File: src/rtl/gfx_sched_pkg.sv
// Shared constants, requester indices and fetch FSM state type for the
// graphics-ROM scheduler.
package gfx_sched_pkg;

  localparam int ADDR_W_DEF  = 24;
  localparam int DATA_W_DEF  = 32;
  localparam int TIMEOUT_DEF = 255;

  localparam int NREQ    = 3;
  localparam int REQ_FG  = 0;
  localparam int REQ_BG  = 1;
  localparam int REQ_SPR = 2;

  typedef enum logic [1:0] {
    IDLE  = 2'd0,
    ISSUE = 2'd1,
    WAIT  = 2'd2
  } state_t;

endpackage

File: src/rtl/gfx_sched_pick.sv
// Combinational winner select: sprite leads in blanking, the fg/bg pair
// (round-robin between them) leads during active display.
module gfx_sched_pick
  import gfx_sched_pkg::*;
(
  input  logic [NREQ-1:0] i_req,
  input  logic            i_blank,
  input  logic            i_rr,
  output logic [NREQ-1:0] o_win,
  output logic            o_win_vld
);

  logic [NREQ-1:0] w_tile_win;
  logic            w_tile_any;
  logic            w_spr_wins;

  // i_rr low favours fg when both tile layers are asking
  always_comb begin
    w_tile_win = '0;
    if (i_req[REQ_FG] && (!i_req[REQ_BG] || !i_rr)) begin
      w_tile_win[REQ_FG] = 1'b1;
    end else if (i_req[REQ_BG]) begin
      w_tile_win[REQ_BG] = 1'b1;
    end
  end

  assign w_tile_any = i_req[REQ_FG] | i_req[REQ_BG];
  assign w_spr_wins = i_req[REQ_SPR] & (i_blank | ~w_tile_any);

  always_comb begin
    o_win = w_tile_win;
    if (w_spr_wins) begin
      o_win          = '0;
      o_win[REQ_SPR] = 1'b1;
    end
  end

  assign o_win_vld = |i_req;

endmodule

File: src/rtl/gfx_rom_scheduler.sv
// Arbitrates the single graphics-ROM read port between fg, bg and sprite
// fetches against the raster, and issues the per-line sprite start strobe.
module gfx_rom_scheduler
  import gfx_sched_pkg::*;
#(
  parameter int ADDR_W  = ADDR_W_DEF,
  parameter int DATA_W  = DATA_W_DEF,
  parameter int TIMEOUT = TIMEOUT_DEF
) (
  input  logic              clk,
  input  logic              reset_n,
  input  logic              clk_pix,
  input  logic [8:0]        hc,
  input  logic [8:0]        vc,
  input  logic              hbl,
  input  logic              vbl,
  input  logic [NREQ-1:0]   req,
  input  logic [ADDR_W-1:0] addr0,
  input  logic [ADDR_W-1:0] addr1,
  input  logic [ADDR_W-1:0] addr2,
  output logic [NREQ-1:0]   grant,
  output logic [DATA_W-1:0] dout,
  output logic [NREQ-1:0]   dvalid,
  output logic              rom_req,
  output logic [ADDR_W-1:0] rom_addr,
  input  logic              rom_ack,
  input  logic [DATA_W-1:0] rom_data,
  input  logic              rom_valid,
  output logic              spr_line_start,
  output logic [8:0]        spr_line,
  output logic              timeout_err
);

  localparam int                 CNT_W    = $clog2(TIMEOUT + 1);
  localparam logic [CNT_W-1:0]   CNT_LAST = CNT_W'(TIMEOUT - 1);

  state_t            r_state;
  state_t            w_state_nx;
  logic [NREQ-1:0]   r_owner;
  logic [NREQ-1:0]   r_grant;
  logic [NREQ-1:0]   r_dvalid;
  logic [NREQ-1:0]   w_win;
  logic              w_win_vld;
  logic              r_rr;
  logic [ADDR_W-1:0] r_addr;
  logic [ADDR_W-1:0] w_win_addr;
  logic [DATA_W-1:0] r_dout;
  logic [CNT_W-1:0]  r_cnt;
  logic              r_terr;
  logic              w_take;
  logic              w_deliver;
  logic              w_expire;
  logic              r_hbl_d;
  logic              r_spr_start;
  logic [8:0]        r_spr_line;
  logic              w_unused;

  // The horizontal counter is part of the raster bundle but scheduling only
  // needs the blanking flags and the line number.
  assign w_unused = ^hc;

  gfx_sched_pick u_pick (
    .i_req     (req),
    .i_blank   (hbl | vbl),
    .i_rr      (r_rr),
    .o_win     (w_win),
    .o_win_vld (w_win_vld)
  );

  always_comb begin
    w_win_addr = addr0;
    if (w_win[REQ_BG]) begin
      w_win_addr = addr1;
    end
    if (w_win[REQ_SPR]) begin
      w_win_addr = addr2;
    end
  end

  always_ff @(posedge clk) begin
    if (!reset_n) begin
      r_state <= IDLE;
    end else begin
      r_state <= w_state_nx;
    end
  end

  // Delivery beats expiry when rom_valid lands on the last counted cycle.
  always_comb begin
    w_state_nx = r_state;
    w_take     = 1'b0;
    w_deliver  = 1'b0;
    w_expire   = 1'b0;
    unique case (r_state)
      IDLE: begin
        if (w_win_vld) begin
          w_take     = 1'b1;
          w_state_nx = ISSUE;
        end
      end
      ISSUE: begin
        if (rom_ack && rom_valid) begin
          w_deliver  = 1'b1;
          w_state_nx = IDLE;
        end else if (r_cnt == CNT_LAST) begin
          w_expire   = 1'b1;
          w_state_nx = IDLE;
        end else if (rom_ack) begin
          w_state_nx = WAIT;
        end
      end
      WAIT: begin
        if (rom_valid) begin
          w_deliver  = 1'b1;
          w_state_nx = IDLE;
        end else if (r_cnt == CNT_LAST) begin
          w_expire   = 1'b1;
          w_state_nx = IDLE;
        end
      end
      default: begin
        w_state_nx = IDLE;
      end
    endcase
  end

  always_ff @(posedge clk) begin
    if (!reset_n) begin
      r_owner  <= '0;
      r_grant  <= '0;
      r_dvalid <= '0;
      r_rr     <= 1'b0;
      r_addr   <= '0;
      r_dout   <= '0;
      r_cnt    <= '0;
      r_terr   <= 1'b0;
    end else begin
      r_grant  <= w_take ? w_win : '0;
      r_dvalid <= w_deliver ? r_owner : '0;
      if (w_take) begin
        r_owner <= w_win;
        r_addr  <= w_win_addr;
        r_cnt   <= '0;
        if (!w_win[REQ_SPR]) begin
          r_rr <= ~r_rr;
        end
      end else if (r_state != IDLE) begin
        r_cnt <= r_cnt + 1'b1;
      end
      if (w_deliver) begin
        r_dout <= rom_data;
      end
      if (w_expire) begin
        r_terr <= 1'b1;
      end
    end
  end

  // Line strobe runs off the pixel enable, independent of the fetch FSM.
  always_ff @(posedge clk) begin
    if (!reset_n) begin
      r_hbl_d     <= 1'b0;
      r_spr_start <= 1'b0;
      r_spr_line  <= '0;
    end else begin
      r_spr_start <= clk_pix & hbl & ~r_hbl_d;
      if (clk_pix) begin
        r_hbl_d <= hbl;
        if (hbl && !r_hbl_d) begin
          r_spr_line <= vc + 9'd1;
        end
      end
    end
  end

  assign grant          = r_grant;
  assign dvalid         = r_dvalid;
  assign dout           = r_dout;
  assign rom_req        = (r_state == ISSUE);
  assign rom_addr       = r_addr;
  assign timeout_err    = r_terr;
  assign spr_line_start = r_spr_start;
  assign spr_line       = r_spr_line;

endmodule
File: config.mk
export PLATFORM = sky130hd
export DESIGN_NAME = gfx_rom_scheduler
export DESIGN_NICKNAME = d
export VERILOG_FILES = /design/src/rtl/gfx_sched_pkg.sv /design/src/rtl/gfx_sched_pick.sv /design/src/rtl/gfx_rom_scheduler.sv
export SDC_FILE = /design/constraint.sdc
export NUM_CORES = 1
export LEC_CHECK = 0
export CORE_ASPECT_RATIO = 0.7
export CORE_UTILIZATION = 40
export CTS_CLUSTER_DIAMETER = 40
export CTS_CLUSTER_SIZE = 8
export DETAILED_ROUTE_END_ITERATION = 10
export GPL_ROUTABILITY_DRIVEN = 0
export HOLD_SLACK_MARGIN = 0.1
export PLACE_DENSITY = 0.81
export SLEW_MARGIN = 20
export SYNTH_ARGS = -nofsm -noshare
export SYNTH_HDL_FRONTEND = slang
export SYNTH_HIERARCHICAL = 1
export SYNTH_SLANG_ARGS = --single-unit
File: constraint.sdc
create_clock -name clk -period 2.7 [get_ports clk]
set_input_delay 0.27 -clock clk [delete_from_list [all_inputs] [get_ports clk]]
set_output_delay 0.27 -clock clk [all_outputs]
set_load 0.02 [all_outputs]
After elaboration in Yosys (flattened, before gate mapping)
Index checks and enable logic that the tools add are counted.

operators by class
  bitwise operators = 11
  mux-type cells = 22
  equal/unequal tests = 6
  add/subtract/negate cells = 2
  reductions and logical operators = 16

operators by type and width
  kind                                                   number
  two-way mux 24 bit                                     2
  two-way mux 2 bit                                      6
  two-way mux 1 bit                                      10
  adder 9 x 1 -> 9 bit, second input constant            1
  adder 8 x 1 -> 8 bit, second input constant            1
  equality test 8 bit, second input constant             1
  AND reduction 2 bit                                    4
  case mux 2 bit (3 select lines)                        1
  NOT 1 bit                                              5
  inequality test 4 x 1 -> 1 bit, second input constant  1
  case mux 1 bit (2 select lines)                        2
  bitwise AND 1 bit                                      3
  logical AND 1 bit                                      3
  logical NOT 1 bit                                      3
  two-way mux 3 bit                                      1
  inequality test 3 bit, second input constant           1
  OR 1 bit                                               3
  AND reduction 3 bit                                    1
  OR reduction 3 bit                                     1
  equality test 2 x 1 -> 1 bit, second input constant    1
  equality test 2 bit, second input constant             1
  logical NOT 2 bit                                      1
  inequality test 2 x 1 -> 1 bit, second input constant  1
  nonzero test 2 bit                                     1
  other kinds (2)                                        2

storage, ports and cells
  logic and storage cells = 69
  register bits = 88
  output and inout bits = 74
  input port bits = 132

Logic depth before layout (Yosys ltp)
  word-level depth = 7
  gate-level depth with buffers = 9
  depth with buffers taken out = 7

Hierarchy
Netlist, hierarchy kept.

modules (own cells, without submodules)
  module             seq. area each (sq um)  cells each  instances  area an instance (sq um)
  gfx_rom_scheduler  1,761.7                 479         1          3,991.3
  gfx_sched_pick     0.0                     9           1          52.6

Worst setup path after synthesis
No wires, ideal clock.

  kind = reg2reg
  from = register r_state[1]
  to = register r_dvalid[0] (netlist: dvalid[0])
  buffers on the path = 2
  stages on the path, launching flop included = 8
  setup time = 0.116 ns
  data arrival time = 1.484 ns
  data required time = 2.584 ns
  slack = 1.100 ns
  clock period less this slack = 1.600 ns
  cells stage by stage = dfxtp_1 inv_1 ha_1 a21o_1 and3_1 buf_4 buf_6 and3_1

on the way
  longest elaborated chain between the ends = 3
  elaborated cells between the ends (all ways) = 4
  classes of those cells = eq/ne: 2; mux: 1; reduce/logical: 1

RTL lines
  element                          line                      RTL
  start, declared                  gfx_rom_scheduler.sv:37   state_t r_state;
  start signal, assigned           gfx_rom_scheduler.sv:84   r_state <= w_state_nx;
  equality test 2 x 1 -> 1 bit     --
  via rom_req                      gfx_rom_scheduler.sv:24   output logic rom_req,
  case mux 1 bit (2 select lines)  gfx_rom_scheduler.sv:94   unique case (r_state)
  AND reduction 2 bit (no line)    --
  end signal, assigned             gfx_rom_scheduler.sv:139  r_dvalid <= w_deliver ? r_owner : '0;
  end, declared                    gfx_rom_scheduler.sv:41   logic [NREQ-1:0] r_dvalid;

The timed path passes the listed nets, and every way through them passes these cells.
A chain may end at the register's enable or synchronous reset.

Final worst setup path
  from = register r_state[1]
  to = output rom_req

on the way
  longest elaborated chain between the ends = 1

RTL lines
  element                       line                      RTL
  equality test 2 x 1 -> 1 bit  gfx_rom_scheduler.sv:179  assign rom_req = (r_state == ISSUE);
  end, declared                 gfx_rom_scheduler.sv:24

Every way passes these cells.

==> qor_table.md <==
| Parameter | This run |
|---|---|
| Status | finished, final reports clean |
| H-tree depth | 3 |
| Largest area contributor in the synthesized netlist | sky130_fd_sc_hd__dfxtp_1 |
| Initial antenna violation count | 0 |
| EDFF count, synth | 0 |
| Top cell type's share of synthesized area | 43.6% |
| Mapped Avg Cell Area | 8.29 um^2 |
| Number of inserted filler cells in the final layout | 799 |
| Kind of critical path | reg -> out |
| Total via count after detailed routing | 3,907 |
| Required time of the critical path | 2.43 ns |
| Global-route wire length before repair | 18.1 mm |
| Drt wl/cell | 14.0 um |
| Largest net degree at the start of global routing | 50 |
| Initial Utilization | 41.4% |
| Final antenna-violating net count | 0 |
| Congestion Overflow GR | 0 |
| Most common cell in the netlist | sky130_fd_sc_hd__nand2_1 |
| Largest driver fanout on the critical path | 4 |
| Initial detailed-routing violation count | 122 |
| Area of all sequential standard cells | 1760 um^2 |
| Worst Clk Skew | 0.00585 ns |
| Pre-antenna DRT Iters | 4 |
| Slowest CP cell | sky130_fd_sc_hd__clkdlybuf4s50_1 |
| Min setup slack post-route | 0.817 ns |
| Wirelength, routed | 11.2 mm |
| CTS hold repair buffers | 0 |
| Mapped Area | 4040 um^2 |
| Cell-by-cell listing of the critical path | inv_1, ha_1, clkdlybuf4s50_1 |
| Std cell rows | 30 |
| Proportion of synthesized chip area in sequential cells | 43.6% |
| Final cell utilization of the core | 65.5% |
| Number of top-level design ports | 206 |
| Fin. Hold Viols | 0 |
| Syn nets | 627 |
| Proportion of register bits with asynchronous set or reset after synthesis | 0% |
| Area Growth Syn to Fin | 58.0% |
| Height of the chip | 86.1 um |
| Share of post-route cells with drive strength above 1 | 4.45% |
| CTS Sinks | 88 |
| Clock edge transition at the registers on the reported setup and hold paths | 0.07 ns |
| Worst stage delay on the critical path | 0.64 ns |
| Final-stage net count | 808 |
| Width of the die | 122 um |
| Core ar. | 9760 um^2 |
| Hpwl dp | 8.30 mm |
| Worst setup slack after placement | 0.489 ns |
| Count of inserted antenna diode cells | 0 |
| Clock period minus worst slack | 1.88 ns |
| Most area-consuming cells after synthesis | sky130_fd_sc_hd__dfxtp_1 44%, sky130_fd_sc_hd__nand2_1 14%, sky130_fd_sc_hd__a21boi_1 8.2%, sky130_fd_sc_hd__mux2i_1 6.4%, sky130_fd_sc_hd__o21ai_0 4.1% |
| Pwr dens | 715 nW/um^2 |
| Worst-Margin Slew | 0.610 ns |
| Total count of max-transition violations in the final report | 0 |
| Number of violations of the max-capacitance limit | 0 |
| Arrival time at the worst endpoint | 1.61 ns |
| Highest achievable clock rate | 0.531 GHz |
| Synth top cells by count | 156 x sky130_fd_sc_hd__nand2_1, 88 x sky130_fd_sc_hd__dfxtp_1, 44 x sky130_fd_sc_hd__a21boi_1 |
| Most used flip-flop cell after synthesis | sky130_fd_sc_hd__dfxtp_1 |
| Worst-Skew Late Latency | 0.34 ns |
| Number of CTS-inserted buffers | 9 |
| Type of origin of the critical path | register |
| Number of DRC violations after detailed routing | 0 |
| Largest voltage drop on the vdd net | 0.000387 V |
| Via density per instance | 4.87 |
| Total die area | 10,500 um^2 |
| Crit path capture type | primary output |
| Number of distinct library cells after synthesis | 33 |
| Cell at the root of the clock tree | sky130_fd_sc_hd__clkbuf_16 |
| RSZ-0062 raised after global routing | no |
| Via count of the first global-routing pass | 3,904 |
| Final clock period utilization by the worst path | 69.7% |
| Type of the most critical hold path | in -> reg |
| Setup TNS | 0 ns |
| Cell leakage power | 2.43 nW |
| Final Total Pwr | 4.57 mW |
| Port Buf Inserts | 196 |
| Yosys warnings | 6 |
| Area used by multi-input combinational logic | 2070 um^2 |
| Total global-route track usage | 22.1% |
| Mapped Cells | 488 |
| Bufs on Longest Clock Path | 2 |
| Setup violations, final | 0 |
| Post-CTS Setup Inserts | 0 |
| Relative slew slack | 59.3% |
| Register bit total from synthesis | 88 |
| Number of resized instances in the post-cts repair step | 0 |
| Clock tree from TritonCTS | yes |
[final cells by class]
type / instances / share of cell area (%)
timing repair buffer: 204 / 31.8
clock buffer: 10 / 3.74
tap: 128 / 2.51
inverter: 4 / 0.235
sequential: 88 / 27.6
clock inverter: 6 / 1.80
multi-input combinational: 362 / 32.4
[layer usage]
metal	up-vias	global-route usage, %	share of wire, %
li1	1982	-	-
met1	1797	24.8	43
met2	108	38.5	48
met3	20	7.31	6.3
met4	0	8.98	2.4
met5	-	0	0
[sequential cells by signal, indices dropped and copies added (netlist names)]
name            count
dout               32
spr_line            9
r_state             2
spr_line_start      1
r_hbl_d             1
timeout_err         1
r_rr                1
r_owner             3
dvalid              3
grant               3
rom_addr           24
r_cnt               8
[metrics by stage]
step,cell area [um^2],hold slack (ns),instances
finish,6390,0.304,802
global route,6390,0.313,802
CTS,6390,0.296,802
detailed placement,6040,0.446,786
global placement,6040,0.440,786
floorplan,4040,0.405,488
[layout by cell type, fill, tap and decap left out, types with 6 or more instances in the layout]
cell / instances
sky130_fd_sc_hd__a21boi_0: 18
sky130_fd_sc_hd__a21boi_1: 44
sky130_fd_sc_hd__a21oi_1: 9
sky130_fd_sc_hd__and3_1: 9
sky130_fd_sc_hd__buf_4: 7
sky130_fd_sc_hd__clkbuf_16: 9
sky130_fd_sc_hd__clkdlybuf4s50_1: 195
sky130_fd_sc_hd__dfxtp_1: 88
sky130_fd_sc_hd__ha_1: 7
sky130_fd_sc_hd__mux2i_1: 26
sky130_fd_sc_hd__nand2_1: 156
sky130_fd_sc_hd__nand3_1: 6
sky130_fd_sc_hd__nor2_1: 13
sky130_fd_sc_hd__o21ai_0: 33
sky130_fd_sc_hd__xor2_1: 7
[cell families after synthesis]
kind of cell	after synthesis	synth area share [%]
flip-flops	88	43.6
multiplexers	26	6.44
AND/OR/NAND/NOR	204	21.4
AO/OA/AOI/OAI	113	18.5
XOR/XNOR	12	2.60
adder cells (fa/ha/maj)	7	2.17
buffers and inverters	38	5.26
[path summary, 6_finish.rpt]
path | end | slack [ns] | start | cells after the start
max | rom_req | 0.82 | r_state[1] | 3
min | dout[3] | 0.30 | reset_n | 2
max reg2reg | dout[27] | 0.82 | r_state[1] | 7
min reg2reg | dout[3] | 0.45 | dout[3] | 2
[where the power goes]
part | internal (mW) | leakage (nW) | total, mW | switching [mW]
registers | 1.48 | 0.717 | 1.59 | 0.104
logic | 0.697 | 1.54 | 1.53 | 0.835
clock network | 0.934 | 0.169 | 1.45 | 0.518
total | 3.11 | 2.43 | 4.57 | 1.46
[worst max-delay path, delay by kind of cell, from the launching register on]
family,cells,cell delay (ns)
buffers and inverters,2,0.74
DFF,1,0.32
adders and majority gates,1,0.22
Note: power is estimated with default switching activity, not from simulation.
